### config.mk
export PLATFORM = sky130hd
export DESIGN_NAME = linear
export DESIGN_NICKNAME = d
export VERILOG_FILES = /design/src/rtl/linear_pkg.sv /design/src/rtl/linear_weight_bank.sv /design/src/rtl/linear.sv
export SDC_FILE = /design/constraint.sdc
export NUM_CORES = 1
export LEC_CHECK = 0
export BUFFER_PORTS_ARGS = -buffer_cell sky130_fd_sc_hd__buf_2
export CAP_MARGIN = 20
export CORE_ASPECT_RATIO = 2
export CORE_UTILIZATION = 30
export DETAILED_ROUTE_END_ITERATION = 8
export SETUP_SLACK_MARGIN = 0.4
export SYNTH_ARGS = -nofsm -noshare
export SYNTH_HDL_FRONTEND = slang
export SYNTH_SLANG_ARGS = --single-unit
export TNS_END_PERCENT = 100
### constraint.sdc
create_clock -name clock -period 20.4 [get_ports clock]
set_clock_uncertainty 0.1 [all_clocks]
set_input_delay 1.02 -clock clock [delete_from_list [all_inputs] [get_ports clock]]
set_output_delay 1.02 -clock clock [all_outputs]
set_load 0.01 [all_outputs]
### src/rtl/linear_pkg.sv
// ============================================================================
// Module  : linear_pkg
// Brief   : Shared types, state encoding and saturation helper for linear.
// Revision: 1.0 - initial release
// ============================================================================
`default_nettype none

package linear_pkg;

    typedef logic signed [15:0] q8_8_t;
    typedef logic        [7:0]  q0_8_t;
    typedef logic signed [31:0] acc_t;

    typedef logic [2:0] state_t;

    localparam state_t c_ST_LOAD   = 3'd0;
    localparam state_t c_ST_ARG    = 3'd1;
    localparam state_t c_ST_DELTA  = 3'd2;
    localparam state_t c_ST_ERR    = 3'd3;
    localparam state_t c_ST_UPDATE = 3'd4;

    localparam acc_t c_Q_MAX = 32'sd32767;
    localparam acc_t c_Q_MIN = -32'sd32768;

    function automatic q8_8_t sat16(input acc_t v);
        if (v > c_Q_MAX) begin
            return 16'sh7fff;
        end else if (v < c_Q_MIN) begin
            return 16'sh8000;
        end else begin
            return v[15:0];
        end
    endfunction

endpackage

`default_nettype wire

### src/rtl/linear_weight_bank.sv
// ============================================================================
// Module  : weight_bank
// Brief   : N weights plus bias (entry N); combinational read, saturating RMW.
// Revision: 1.0 - initial release
// ============================================================================
`default_nettype none

module weight_bank
    import linear_pkg::*;
#(
    parameter int N  = 4,
    parameter int IW = 3
) (
    input  logic          clock,
    input  logic          reset,
    input  logic [IW-1:0] rd_index,
    output q8_8_t         rd_data,
    output q8_8_t         bias,
    input  logic          upd_en,
    input  logic [IW-1:0] upd_index,
    input  acc_t          upd_addend
);

    q8_8_t r_mem [N+1];

    always_comb begin
        rd_data = '0;
        for (int i = 0; i <= N; i++) begin
            if (rd_index == IW'(i)) begin
                rd_data = r_mem[i];
            end
        end
    end

    assign bias = r_mem[N];

    always_ff @(posedge clock or negedge reset) begin
        if (!reset) begin
            for (int i = 0; i <= N; i++) begin
                r_mem[i] <= '0;
            end
        end else if (upd_en) begin
            for (int i = 0; i <= N; i++) begin
                if (upd_index == IW'(i)) begin
                    r_mem[i] <= sat16(acc_t'(r_mem[i]) + upd_addend);
                end
            end
        end
    end

endmodule

`default_nettype wire

### src/rtl/linear.sv
// ============================================================================
// Module  : linear
// Brief   : Trainable single-neuron weighted sum, Q0.8 inputs -> Q8.8 argument.
//           Optional macro LINEAR_ERROR_EN adds the back-propagated error port.
// Revision: 1.0 - initial release
// ============================================================================
`default_nettype none

module linear
    import linear_pkg::*;
#(
    parameter int N          = 4,
    parameter int RATE_SHIFT = 0
) (
    input  logic        clock,
    input  logic        reset,
    input  logic        train,
    input  logic        input_valid,
    input  logic [7:0]  input_data,
    output logic        input_ready,
    output logic        argument_valid,
    output logic [15:0] argument_data,
    input  logic        argument_ready,
    input  logic        delta_valid,
    input  logic [15:0] delta_data,
    output logic        delta_ready
`ifdef LINEAR_ERROR_EN
    ,
    output logic        error_valid,
    output logic [15:0] error_data,
    input  logic        error_ready
`endif
);

    localparam int                c_IW       = $clog2(N + 1);
    localparam logic [c_IW-1:0]   c_IDX_LAST = c_IW'(N - 1);
    localparam logic [c_IW-1:0]   c_IDX_BIAS = c_IW'(N);

    state_t            r_state;
    logic [c_IW-1:0]   r_index;
    acc_t              r_acc;
    q0_8_t             r_x [N];
    q8_8_t             r_delta;
    logic              r_arg_valid;
    q8_8_t             r_arg_data;

    q8_8_t             w_rd_data;
    q8_8_t             w_bias;
    q0_8_t             w_x_sel;
    acc_t              w_acc_next;
    acc_t              w_upd_addend;
    logic              w_upd_en;

    weight_bank #(
        .N  (N),
        .IW (c_IW)
    ) u_weight_bank (
        .clock      (clock),
        .reset      (reset),
        .rd_index   (r_index),
        .rd_data    (w_rd_data),
        .bias       (w_bias),
        .upd_en     (w_upd_en),
        .upd_index  (r_index),
        .upd_addend (w_upd_addend)
    );

    always_comb begin
        w_x_sel = '0;
        for (int i = 0; i < N; i++) begin
            if (r_index == c_IW'(i)) begin
                w_x_sel = r_x[i];
            end
        end
    end

    // The first product of a vector starts from the bias aligned to Q16.16.
    assign w_acc_next = ((r_index == '0) ? (acc_t'(w_bias) <<< 8) : r_acc)
                      + acc_t'(w_rd_data) * acc_t'($signed({1'b0, input_data}));

    assign w_upd_en     = (r_state == c_ST_UPDATE);
    assign w_upd_addend = (r_index == c_IDX_BIAS)
                        ? (acc_t'(r_delta) >>> RATE_SHIFT)
                        : ((acc_t'(r_delta) * acc_t'($signed({1'b0, w_x_sel}))) >>> (8 + RATE_SHIFT));

    assign input_ready    = (r_state == c_ST_LOAD);
    assign delta_ready    = (r_state == c_ST_DELTA);
    assign argument_valid = r_arg_valid;
    assign argument_data  = r_arg_data;

`ifdef LINEAR_ERROR_EN
    q8_8_t w_err_data;
    // ERR runs before UPDATE, so the read port still returns the old weight.
    assign w_err_data  = sat16((acc_t'(w_rd_data) * acc_t'(r_delta)) >>> 8);
    assign error_valid = (r_state == c_ST_ERR);
    assign error_data  = (r_state == c_ST_ERR) ? w_err_data : '0;
`endif

    always_ff @(posedge clock or negedge reset) begin
        if (!reset) begin
            r_state     <= c_ST_LOAD;
            r_index     <= '0;
            r_acc       <= '0;
            r_delta     <= '0;
            r_arg_valid <= 1'b0;
            r_arg_data  <= '0;
            for (int i = 0; i < N; i++) begin
                r_x[i] <= '0;
            end
        end else begin
            case (r_state)
                c_ST_LOAD: begin
                    if (input_valid) begin
                        for (int i = 0; i < N; i++) begin
                            if (r_index == c_IW'(i)) begin
                                r_x[i] <= input_data;
                            end
                        end
                        r_acc <= w_acc_next;
                        if (r_index == c_IDX_LAST) begin
                            r_state     <= c_ST_ARG;
                            r_index     <= '0;
                            r_arg_valid <= 1'b1;
                            r_arg_data  <= sat16(w_acc_next >>> 8);
                        end else begin
                            r_index <= r_index + 1'b1;
                        end
                    end
                end
                c_ST_ARG: begin
                    if (argument_ready) begin
                        r_arg_valid <= 1'b0;
                        r_state     <= train ? c_ST_DELTA : c_ST_LOAD;
                    end
                end
                c_ST_DELTA: begin
                    if (delta_valid) begin
                        r_delta <= delta_data;
                        r_index <= '0;
`ifdef LINEAR_ERROR_EN
                        r_state <= c_ST_ERR;
`else
                        r_state <= c_ST_UPDATE;
`endif
                    end
                end
`ifdef LINEAR_ERROR_EN
                c_ST_ERR: begin
                    if (error_ready) begin
                        if (r_index == c_IDX_LAST) begin
                            r_state <= c_ST_UPDATE;
                            r_index <= '0;
                        end else begin
                            r_index <= r_index + 1'b1;
                        end
                    end
                end
`endif
                c_ST_UPDATE: begin
                    if (r_index == c_IDX_BIAS) begin
                        r_state <= c_ST_LOAD;
                        r_index <= '0;
                    end else begin
                        r_index <= r_index + 1'b1;
                    end
                end
                default: begin
                    r_state <= c_ST_LOAD;
                    r_index <= '0;
                end
            endcase
        end
    end

endmodule

`default_nettype wire

# ---- After elaboration in Yosys (flattened, before gate mapping)
# Cells that the tools add are included.
dict set report word_totals {
  ff_bits 183
  inputBits 30
  output_inout_bits 19
  wordCells 105
}
dict set report op_classes {
  addsub 7
  mul 2
  magnitude_cmp 12
  eq_ne 12
  mux 39
  n_bitwise 1
  n_reduce_logical 17
}
# cell n
set ops {}
lappend ops {{2-to-1 mux 16 bit} 17}
lappend ops {{adder 16 x 32 -> 32 bit} 5}
lappend ops {{greater-than comparator 32 x 16 -> 1 bit, second input constant} 5}
lappend ops {{less-than comparator 32 x 16 -> 1 bit, second input constant} 5}
lappend ops {{2-to-1 mux 32 bit} 2}
lappend ops {{multiplier 16 x 9 -> 25 bit} 2}
lappend ops {{adder 32 x 25 -> 32 bit} 1}
lappend ops {{2-to-1 mux 8 bit} 4}
lappend ops {{2-to-1 mux 3 bit} 9}
lappend ops {{greater-than comparator 24 x 16 -> 1 bit, second input constant} 1}
lappend ops {{less-than comparator 24 x 16 -> 1 bit, second input constant} 1}
lappend ops {{one-hot mux 3 bit (4 select lines)} 2}
lappend ops {{AND reduction 3 bit} 5}
lappend ops {{AND reduction 2 bit} 7}
lappend ops {{equality test 3 x 2 -> 1 bit, second input constant} 3}
lappend ops {{inequality test 2 bit, second input constant} 4}
lappend ops {{equality test 3 x 1 -> 1 bit, second input constant} 2}
lappend ops {{equality test 3 bit, second input constant} 2}
lappend ops {{logical NOT 3 bit} 2}
lappend ops {{AND reduction 5 bit} 1}
lappend ops {{AND reduction 4 bit} 1}
lappend ops {{adder 3 x 1 -> 3 bit, second input constant} 1}
lappend ops {{2-to-1 mux 1 bit} 3}
lappend ops {{2-to-1 mux 2 bit} 1}
lappend ops {{4 further kinds} 4}

# ---- Logic depth before layout (Yosys ltp)
# Gate-level depths: netlist (run 1).
dict set report logic_depth {
  ltp_word 11
  depth_mapped 43
  ltp_nobuf 39
}

# ---- Hierarchy
# A second synthesis (run 1) with hierarchy kept.
dict set report hier_totals {
  cells_unflattened 3402
  hier_area_um2 28416.0
}
# module instances cells_each area_each_um2 seq_area_each_um2
set by_module_without_submodules {}
lappend by_module_without_submodules {linear 1 1719 15524.9 2577.5}
lappend by_module_without_submodules {weight_bank 1 1683 12891.1 2001.9}

# ---- Worst setup path after synthesis (run 1)
# No wires, ideal clock.
dict set report synth_path {
  path_type {reg2reg}
  startpoint {reg r_index[0]}
  endpoint {reg u_weight_bank.r_mem (netlist bit u_weight_bank.bias[5])}
  setup_time_ns 0.082
  t_arrival_ns 9.207
  t_required_ns 20.218
  slack_ns 11.011
  stages_incl_launch_ff 39
  n_path_buf 4
  synth_period_minus_slack_ns 9.389
  path_cell_list {dfrtp_1 -> inv_1 -> ha_1 -> nand2_1 -> clkbuf_1 -> nor2_1 -> clkbuf_1 -> a221oi_1 -> o31ai_1 -> clkbuf_1 -> nand2_1 -> fa_1 -> inv_1 -> fa_1 -> fa_1 -> inv_1 -> fa_1 -> inv_1 -> [... 3 more ...] -> a21o_1 -> nor3_1 -> o21ai_0 -> a2111o_1 -> a31oi_1 -> xnor2_1 -> a21oi_1 -> ha_1 -> and3_1 -> a221oi_1 -> nor2b_1 -> o31a_1 -> and2_1 -> and3_1 -> a2111oi_2 -> nor2_1 -> clkbuf_1 -> a31oi_1}
}
dict set report synth_between {
  elab_chain_cells 11
  word_cells_on_any_way 17
  cone_classes {add/sub: 1; mul: 1; order compare: 2; eq/ne: 4; mux: 7; reduce/logical: 2}
}
# item line
set synth_rtl {}
lappend synth_rtl {{start, declared} linear.sv:40} ;# logic [c_IW-1:0] r_index;
lappend synth_rtl {{start signal, assigned} linear.sv:126} ;# r_index <= r_index + 1'b1;
lappend synth_rtl {{start signal, assigned} linear.sv:164} ;# r_index <= r_index + 1'b1;
lappend synth_rtl {{logical NOT 3 bit} linear.sv:71} ;# if (r_index == c_IW'(i)) begin
lappend synth_rtl {{2-to-1 mux 8 bit (4 in series)} linear.sv:71}
lappend synth_rtl {{multiplier 16 x 9 -> 25 bit} linear.sv:84} ;# : ((acc_t'(r_delta) * acc_t'($signed({1'b0, w_x_sel}))) >>> (8 + RATE_SHIFT));
lappend synth_rtl {{2-to-1 mux 32 bit} linear.sv:83} ;# ? (acc_t'(r_delta) >>> RATE_SHIFT)
lappend synth_rtl {{adder 16 x 32 -> 32 bit} linear_weight_bank.sv:45} ;# r_mem[i] <= sat16(acc_t'(r_mem[i]) + upd_addend);
lappend synth_rtl {{less-than comparator 32 x 16 -> 1 bit} linear_pkg.sv:28} ;# end else if (v < c_Q_MIN) begin
lappend synth_rtl {{2-to-1 mux 16 bit} linear_pkg.sv:28}
lappend synth_rtl {{2-to-1 mux 16 bit} linear_pkg.sv:26} ;# if (v > c_Q_MAX) begin
lappend synth_rtl {{end signal, assigned by index} linear_weight_bank.sv:45}
lappend synth_rtl {{end, declared} linear_weight_bank.sv:24} ;# q8_8_t r_mem [N+1];
# Several ways; a longest one is shown, not always the timed one.
# A chain may end at the register's enable or synchronous reset.

# ---- Final worst setup path (run 1)
dict set report layout_path {
  startpoint {reg r_index[0]}
  endpoint {reg u_weight_bank.r_mem[65] (netlist name)}
}
dict set report layout_between {
  elab_chain_cells 11
  word_cells_on_any_way 17
  cone_classes {add/sub: 1; mul: 1; order compare: 2; eq/ne: 4; mux: 7; reduce/logical: 2}
}
# item line
set layout_rtl {}
lappend layout_rtl {{logical NOT 3 bit} {linear_weight_bank.sv:44, linear.sv:71}}
lappend layout_rtl {{2-to-1 mux 8 bit (4 in series)} linear.sv:71}
lappend layout_rtl {{multiplier 16 x 9 -> 25 bit} linear.sv:84}
lappend layout_rtl {{2-to-1 mux 32 bit} linear.sv:83}
lappend layout_rtl {{adder 16 x 32 -> 32 bit} linear_weight_bank.sv:45}
lappend layout_rtl {{less-than comparator 32 x 16 -> 1 bit} linear_pkg.sv:28}
lappend layout_rtl {{2-to-1 mux 16 bit} linear_pkg.sv:28}
lappend layout_rtl {{2-to-1 mux 16 bit} linear_pkg.sv:26}
# Several ways; a longest one is shown, not always the timed one.

==> metrics.csv, run 1 <==
metric,value,unit
post-route-period-util,52.7,%
tightest_slew,1.10,ns
grt_pass1_wl,107000,um
fmax,0.0930,GHz
syn_avg_cell_area,8.68,um2
postCtsHoldBufs,0,
ios,49,
post_cts_buffers,0,
cts_tree,done,
drt_iter0_markers,832,
drt-total-wl,66700,um
coreArea,0.0748,mm2
rows,142,
status,"finished, final reports clean",
synthArstFlopShare,100,%
required,20.63,ns
r2r_slack,9.64,ns
start_util,30.3,%
ctsResizeCount,0,
gp_congestion,0.936,
cp-end-kind,flop,
fp.dieArea,0.0767,mm2
ys_warn_count,0,
synth_common_cells,"inv_1 (314), nand2_1 (297), fa_1 (238)",
synth_most_common_cell,inv_1,
finalSetupTns,0,ns
critPathMaxStageDelay,0.85,ns
final_nets,3083,
mappedNetlistArea,0.0227,mm2
die_x,196,um
track_usage,18.1,%
finalSetupViolations,0,
drc,0,
die_y,391,um
min_period,10.76,ns
avgViaCountPerCell,5.06,
netlist_top_cells_area,"fa_1 (21%), dfrtp_1 (20%), ha_1 (11%)",
crit_path_start,r_index[0]$_DFFE_PN0P_,
path_class,flop to flop,
n_fill_cell,7875,
antenna_left,0,
dp.cells,3599,
hold_violations,0,
endpoint,u_weight_bank.r_mem[65]$_DFFE_PN0P_,
slowest_stage,a21oi_1,
stdcell_count,3634,
grt_max_degree,70,
r2r_start,r_index[0]$_DFFE_PN0P_,
syn_inst,2610,
drtPass1Iterations,5,
h-tree-depth,4,
synth_cell_types,74,
rr_endpoint,u_weight_bank.r_mem[65]$_DFFE_PN0P_,
yosysTopAreaCell,fa_1,
clock-sinks,183,
drive_above_1_share,7.70,%
grt_pass1_vias,19900,
rsz0062_at_grt,no,
multi_input_area,0.0165,mm2
clkTransAtPathRegs,0.08,ns
grt_overflow_total,0,
synth_fp_nets,3080,
relSlewSlack,26.6,%
drv_cap,0,
crit_fanout,30,
ys_ff_latch,183,
report.final.slew_viol_count,0,
hp-class,flop to flop,
insertion_delay,0.50,ns
ys_seq_area_share,20.2,%
numCtsBuffers,17,
synth_flop_cell,dfrtp_1,
port-buffer-count,48,
arrival,10.99,ns
wl_per_cell,18.3,um
vias,18400,
synth_top_area_share,21.0,%
synth-edff-count,0,
antenna_found_initial,1,
area_growth,9.14,%
startpoint_type,flop,
dpl.hpwl,53500,um
regArea,0.00458,mm2
cts_root_buffer,clkbuf_16,
reg2reg_depth,35,
clk_path_buf_depth,2,
-- worst max-delay path: cells and delay by family (launching register included) --
family	cells	cell delay [ns]
AOI/OAI and AO/OA	15	4.43
adders and majority gates	7	3.07
and+or+nand+nor	6	1.43
buffers and inverters	6	0.98
DFF	1	0.41
xor gates and xnor gates	1	0.15
-- cells by family after synthesis --
| family | after synthesis | synth area share, % |
|---|---|---|
| compound gates | 522 | 15.1 |
| flops | 183 | 20.2 |
| fa+ha+maj | 440 | 32.2 |
| buf+inv | 422 | 7.04 |
| simple gates | 893 | 19.2 |
| mux | 47 | 2.32 |
| xor+xnor | 103 | 3.98 |
-- stage by stage --
| stage | utilization (%) | hold WS (ns) | setup slack [ns] | cell area (um2) |
|---|---|---|---|---|
| final | 33.1 | 0.370 | 9.64 | 24700 |
| after global routing | 33.1 | 0.390 | 9.04 | 24700 |
| after floorplan | - | 0.338 | 11.01 | 22700 |
| after global placement | 32.2 | 0.353 | 9.76 | 24100 |
| after detailed placement | 32.2 | 0.355 | 9.67 | 24100 |
| after CTS | 33.0 | 0.372 | 9.64 | 24700 |
-- registers in the layout, indices dropped and copies added (netlist names) --
register / count
r_index: 3
r_state: 3
u_weight_bank.bias: 16
r_delta: 16
r_x: 32
argument_data: 16
r_acc: 32
u_weight_bank.r_mem: 64
argument_valid: 1
-- cell usage in the layout, fill, tap and decap left out, types with 6 or more instances in the layout --
cell | netlist | routed
nor3_1 | 50 | 50
o21ai_1 | 6 | 9
nor4_1 | 6 | 6
or3_1 | 17 | 17
a31oi_1 | 40 | 40
nor2_1 | 188 | 186
and3_1 | 17 | 17
nand3_1 | 17 | 17
o211ai_1 | 8 | 8
nor2b_1 | 141 | 138
a211o_1 | 6 | 6
o21bai_1 | 12 | 12
and2_1 | 52 | 52
a221o_1 | 16 | 16
buf_2 | 3 | 47
ha_1 | 202 | 201
nand2b_1 | 65 | 65
xnor2_1 | 63 | 63
a211oi_1 | 14 | 14
o21ai_0 | 109 | 106
a21oi_1 | 143 | 143
mux2_2 | 44 | 44
fa_1 | 238 | 238
a21oi_2 | 6 | 6
nand4_1 | 10 | 10
clkbuf_16 | 0 | 17
a21o_1 | 44 | 44
o31ai_1 | 12 | 9
o22a_1 | 14 | 14
buf_4 | 0 | 41
nand2_1 | 297 | 296
a221oi_1 | 26 | 26
dfrtp_1 | 183 | 183
xor2_1 | 40 | 40
inv_1 | 314 | 314
o21a_1 | 16 | 16
-- final cells by class --
| cell class | instances | area share [%] |
|---|---|---|
| clock buffer | 18 | 1.78 |
| tap | 1008 | 5.10 |
| multi-input combinational | 2005 | 66.8 |
| clock inverter | 13 | 0.607 |
| sequential | 183 | 18.5 |
| antenna | 1 | 0.0101 |
| timing repair buffer | 92 | 2.44 |
| inverter | 314 | 4.77 |
-- how the worst min path moves through the flow --
stage / from / to / depth (start not counted)
6_report: r_acc[1]$_DFFE_PN0P_ / r_acc[1]$_DFFE_PN0P_ / 2
3_5_place_dp: r_acc[1]$_DFFE_PN0P_ / r_acc[1]$_DFFE_PN0P_ / 2
4_1_cts: r_acc[1]$_DFFE_PN0P_ / r_acc[1]$_DFFE_PN0P_ / 2
3_3_place_gp: r_acc[7]$_DFFE_PN0P_ / r_acc[7]$_DFFE_PN0P_ / 2
5_1_grt: r_acc[0]$_DFFE_PN0P_ / r_acc[0]$_DFFE_PN0P_ / 2
2_1_floorplan: r_acc[0]$_DFFE_PN0P_ / r_acc[0]$_DFFE_PN0P_ / 2
-- routing by layer --
layer	vias up	wire length, um	global-route usage, %
li1	8685	-	-
met1	9146	23300	17.4
met2	366	37200	35.1
met3	184	1920	2.54
met4	0	4220	12.0
met5	-	0	0
Power of run 1 is left out: the tool's default activity adds up to more than one toggle a clock period on the data nets, which glitch-free logic cannot reach.
==> inputs of run 2 (changes only) <==
==> constraint.sdc (replaced) <==
create_clock -name clock -period 9.2 [get_ports clock]
set_clock_uncertainty 0.1 [all_clocks]
set_input_delay 0.46 -clock clock [delete_from_list [all_inputs] [get_ports clock]]
set_output_delay 0.46 -clock clock [all_outputs]
set_load 0.01 [all_outputs]
==> metrics.csv, run 2 (synthesis results as in run 1) <==
metric,value,unit,change
status,"finished, final reports clean",,
use_met2,35.4,%,+0.25 points
insertion_delay,0.49,ns,about the same
finalSetupTns,0,ns,unchanged
multi_input_area,0.0174,mm2,+5.3%
clk_path_buf_depth,2,,unchanged
fp.dieArea,0.0767,mm2,unchanged
h-tree-depth,4,,unchanged
ios,49,,unchanged
regMostFlops,u_weight_bank.r_mem,,
antenna_left,0,,unchanged
arrival,8.88,ns,-2.11 ns
met1_usage,17.6,%,+0.15 points
critical-path-top-delay-family,adder cells,,
holdPathStages,2,,unchanged
rows,142,,unchanged
post-route-period-util,93.0,%,+40 points
numCtsBuffers,17,,unchanged
n_fill_cell,7713,,-2.1%
stdcell_count,3816,,+5.0%
hold_violations,0,,unchanged
wl_per_cell,18.4,um,+0.47%
drtPass1Iterations,5,,unchanged
startpoint_type,flop,,
r2r_slack,0.64,ns,-9.00 ns
holdPathEnd,argument_valid$_DFFE_PN0P_,,
final.setup.worst_slack,0.640,ns,-9.00 ns
grt_pass1_wl,111000,um,+3.2%
pre_cts_slack,-0.391,ns,-10.07 ns
avgViaCountPerCell,5.03,,-0.55%
cp-end-kind,flop,,
min_period,8.56,ns,-2.20 ns
hp-class,primary input to flop,,
cp_num_cells,35,,unchanged
area_growth,20.0,%,
rr_endpoint,argument_data[10]$_DFFE_PN0P_,,
path_class,flop to flop,,
finalSetupViolations,0,,unchanged
use_met3,2.28,%,-0.27 points
drt-total-wl,70300,um,+5.5%
track_usage,18.8,%,+0.67 points
utilization,36.3,%,+3.3 points
relSlewSlack,30.0,%,+3.5 points
die_y,391,um,unchanged
drt_iter0_markers,732,,-12%
grt_pass1_vias,20700,,+4.2%
report.final.slew_viol_count,0,,unchanged
dpl.hpwl,56300,um,+5.1%
busiest_layer,met2,,
antenna_cells,0,,-1
clock-sinks,183,,unchanged
cts_root_buffer,clkbuf_16,,
final_cell_mix,"inv_1 (305), nand2_1 (287), fa_1 (231)",,
rsz0062_at_grt,yes,,
layout_commonest_cell,inv_1,,
slowest_stage,fa_1,,
reg2reg_depth,35,,unchanged
fmax,0.117,GHz,+26%
clkTransAtPathRegs,0.08,ns,about the same
coreArea,0.0748,mm2,unchanged
r2r_start,r_index[0]$_DFFE_PN0P_,,
grt_max_degree,64,,-8.6%
reg_top3,"u_weight_bank.r_mem (64), r_acc (32), r_x (32)",,
regArea,0.00458,mm2,about the same
critPathBufInv,10,,+4
cts_tree,done,,
largest_reg_flops,64,,unchanged
gp_congestion,0.969,,+3.6%
antenna_found_initial,1,,unchanged
critPathMaxStageDelay,0.59,ns,-0.26 ns
grt_overflow_total,0,,unchanged
port-buffer-count,48,,unchanged
hp-start,argument_ready,,
tightest_slew,1.05,ns,-0.0497 ns
crit_fanout,16,,-47%
start_util,30.3,%,unchanged
die_x,196,um,unchanged
final_nets,3265,,+5.9%
drive_above_1_share,18.8,%,+11 points
drv_cap,0,,unchanged
drc,0,,unchanged
dp.cells,3725,,+3.5%
vias,19200,,+4.4%
required,9.52,ns,-11.11 ns
-- run 2: cell count changes in the layout (fill, tap and decap cells not counted), sizes merged --
cell         before  now
inv             322  324
clkinv            2    4
diode             1    0
clkinvlp          2    0
clkbuf           19   22
buf              91  269
bufinv            1    0
dlygate4sd3       0    1
-- run 2: metrics by stage --
stage | instance area, um2 | hold WS, ns
detailed placement | 25100 | 0.355
floorplan | 22700 | 0.0644
global route | 27200 | 0.0844
global placement | 25100 | 0.353
finish | 27200 | 0.0750
CTS | 26100 | 0.0556
-- run 2: per-layer routing --
layer  up-vias  part of all wire [%]  wire length, um
met3       244                   2.9             2030
met5         -                 0.018               13
met4         2                   9.0             6300
met2       416                    55            38500
met1      9483                    33            23500
li1       9051                     -                -
-- run 2: worst reg2reg max path, delay by kind of cell, from the launching register on --
kind / cells / cell delay (ns)
fa+ha+maj: 7 / 3.29
compound gates: 10 / 1.91
simple gates: 8 / 1.54
buf+inv: 10 / 1.20
flops: 1 / 0.44
-- run 2: how the worst max path moves through the flow --
stage	from	end	slack, ns
floorplan	r_index[0]$_DFFE_PN0P_	u_weight_bank.bias[5]$_DFFE_PN0P_	0.42
global placement	r_index[0]$_DFFE_PN0P_	u_weight_bank.bias[2]$_DFFE_PN0P_	-0.31
detailed placement	r_index[0]$_DFFE_PN0P_	u_weight_bank.bias[8]$_DFFE_PN0P_	-0.39
CTS	r_index[1]$_DFFE_PN0P_	argument_data[8]$_DFFE_PN0P_	0.41
global route	r_index[0]$_DFFE_PN0P_	u_weight_bank.r_mem[65]$_DFFE_PN0P_	0.26
finish	r_index[0]$_DFFE_PN0P_	argument_data[10]$_DFFE_PN0P_	0.64
-- run 2: cell type report --
class,count,area share (%)
Sequential cell,183,16.8
Multi-Input combinational cell,2005,64.0
Timing Repair Buffer,274,8.06
Clock buffer,18,1.58
Inverter,314,4.34
Tap cell,1008,4.64
Clock inverter,14,0.548
-- run 2: timing repair --
item                       CTS  global route
setup buffers               16            35
hold buffers                 1             0
resized for setup           46           158
hold endpoints to repair    60             0
gates cloned                 1             4
pin swaps                   17            94
setup endpoints to repair   90            91
Power of run 2 is left out for the same reason.
==> inputs of run 3 (changes only) <==
--- a/config.mk
+++ b/config.mk
@@ -8,7 +8,7 @@
 export BUFFER_PORTS_ARGS = -buffer_cell sky130_fd_sc_hd__buf_2
 export CAP_MARGIN = 20
 export CORE_ASPECT_RATIO = 2
-export CORE_UTILIZATION = 30
+export CORE_UTILIZATION = 35
 export DETAILED_ROUTE_END_ITERATION = 8
 export SETUP_SLACK_MARGIN = 0.4
 export SYNTH_ARGS = -nofsm -noshare
==> metrics.csv, run 3 (synthesis results as in run 1) <==
metric,value,unit,change
largest_reg_flops,64,,unchanged
wl_met1,24700,um,+5.1%
hold_violations,0,,unchanged
crit_fanout,7,,-9
hp-class,primary input to flop,,
status,"finished, final reports clean",,
fp.dieArea,0.0658,mm2,-14%
final_cell_mix,"inv_1 (305), nand2_1 (288), fa_1 (232)",,
cts_root_buffer,clkbuf_16,,
relSlewSlack,42.0,%,+12 points
dpl.hpwl,56200,um,-0.14%
drv_cap,0,,unchanged
grt_pass1_wl,113000,um,+1.8%
grt_overflow_total,0,,unchanged
report.final.slew_viol_count,0,,unchanged
rows,131,,-7.7%
drive_above_1_share,20.0,%,+1.2 points
area_growth,20.9,%,
cts_tree,done,,
n_fill_cell,6200,,-20%
path_class,flop to flop,,
reg_top3,"u_weight_bank.r_mem (64), r_acc (32), r_x (32)",,
drt-total-wl,72500,um,+3.0%
timing.hold.ws,0.0572,ns,-0.0178 ns
port-buffer-count,48,,unchanged
layout_commonest_cell,inv_1,,
ios,49,,unchanged
regMostFlops,u_weight_bank.r_mem,,
avgViaCountPerCell,5.38,,+6.9%
track_usage,22.2,%,+3.4 points
clkTransAtPathRegs,0.09,ns,about the same
final_nets,3289,,+0.74%
tightest_slew,0.868,ns,-0.180 ns
die_x,182,um,-7.3%
antenna_cells,0,,unchanged
wl_per_cell,20.0,um,+8.3%
gp_congestion,1.05,,+8.5%
coreArea,0.0639,mm2,-15%
crit_path_frequent_cell,fa_1,,
rsz0062_at_grt,yes,,
slowest_stage,fa_1,,
grt_pass1_vias,21000,,+1.5%
startpoint_type,flop,,
highest_layer,met5,,
die_y,362,um,-7.4%
wl_met2,40200,um,+4.6%
start_util,35.4,%,+5.2 points
vias,19500,,+1.7%
clk_path_buf_depth,2,,unchanged
insertion_delay,0.51,ns,+0.02 ns
grt_max_degree,71,,+11%
drtPass1Iterations,5,,unchanged
numCtsBuffers,17,,unchanged
antenna_left,0,,unchanged
h-tree-depth,4,,unchanged
wl_met3,2000,um,-1.5%
fmax,0.115,GHz,-1.3%
clock-sinks,183,,unchanged
antenna_found_initial,1,,unchanged
min_period,8.67,ns,+0.111 ns
post-route-period-util,94.3,%,+1.2 points
critPathMaxStageDelay,0.55,ns,-0.04 ns
cp-end-kind,flop,,
arrival,9.00,ns,+0.12 ns
finalSetupViolations,0,,unchanged
drc,0,,unchanged
drt_iter0_markers,913,,+25%
required,9.53,ns,about the same
[run 3: worst paths after layout]
check	cells past startpoint	slack, ns	startpoint	end
max in group asynchronous	4	6.50	reset	r_index[2]$_DFFE_PN0P_
worst max register to register	36	0.53	r_index[0]$_DFFE_PN0P_	u_weight_bank.bias[4]$_DFFE_PN0P_
worst max-delay path	36	0.53	r_index[0]$_DFFE_PN0P_	u_weight_bank.bias[4]$_DFFE_PN0P_
min in group asynchronous	2	0.42	reset	u_weight_bank.r_mem[73]$_DFFE_PN0P_
worst min register to register	2	0.38	r_acc[0]$_DFFE_PN0P_	r_acc[0]$_DFFE_PN0P_
worst min-delay path	2	0.06	argument_ready	argument_valid$_DFFE_PN0P_
[run 3: per-stage QoR]
| step | area [um2] | instances | setup TNS (ns) | utilization, % | setup slack, ns |
|---|---|---|---|---|---|
| after floorplan | 22700 | 2610 | 0 | - | 0.421 |
| after global placement | 25000 | 3528 | -7.31 | 39.1 | -0.297 |
| after detailed placement | 25000 | 3529 | -11.78 | 39.1 | -0.388 |
| after CTS | 25900 | 3573 | 0 | 40.5 | 0.406 |
| after global routing | 27400 | 3630 | 0 | 42.8 | 0.237 |
| final | 27400 | 3630 | 0 | 42.8 | 0.529 |
[run 3: routing by layer]
layer	vias to the layer above	track usage, %
li1	9089	-
met2	443	43.7
met1	9773	21.1
met3	210	2.91
met5	-	0
met4	2	14.8
[run 3: repair_timing]
item / CTS / global route
hold endpoints to repair: 69 / 0
setup buffers: 10 / 51
endpoints found under the setup margin: 90 / 92
hold buffers: 1 / 0
cloned: 1 / 4
pin swaps: 11 / 85
gates resized for setup: 40 / 212
[run 3: layout make-up]
cell class	instances	area, um2	share of cell area (%)
clock buffers	18	429	1.57
multi-input cells	2005	17600	64.1
inverters	314	1180	4.33
flip-flops and latches	183	4580	16.7
well taps	798	998	3.65
clock inverters	14	166	0.608
repair buffers	298	2470	9.04
[run 3: critical path: cells and delay by family, from the launching register on]
kind | cells | cell delay [ns]
AO/OA/AOI/OAI | 14 | 3.35
XOR/XNOR | 1 | 0.08
flip-flops | 1 | 0.43
buffers and inverters | 7 | 0.87
AND/OR/NAND/NOR | 7 | 1.09
adder cells (fa/ha/maj) | 7 | 2.67
Power of run 3 is left out for the same reason.
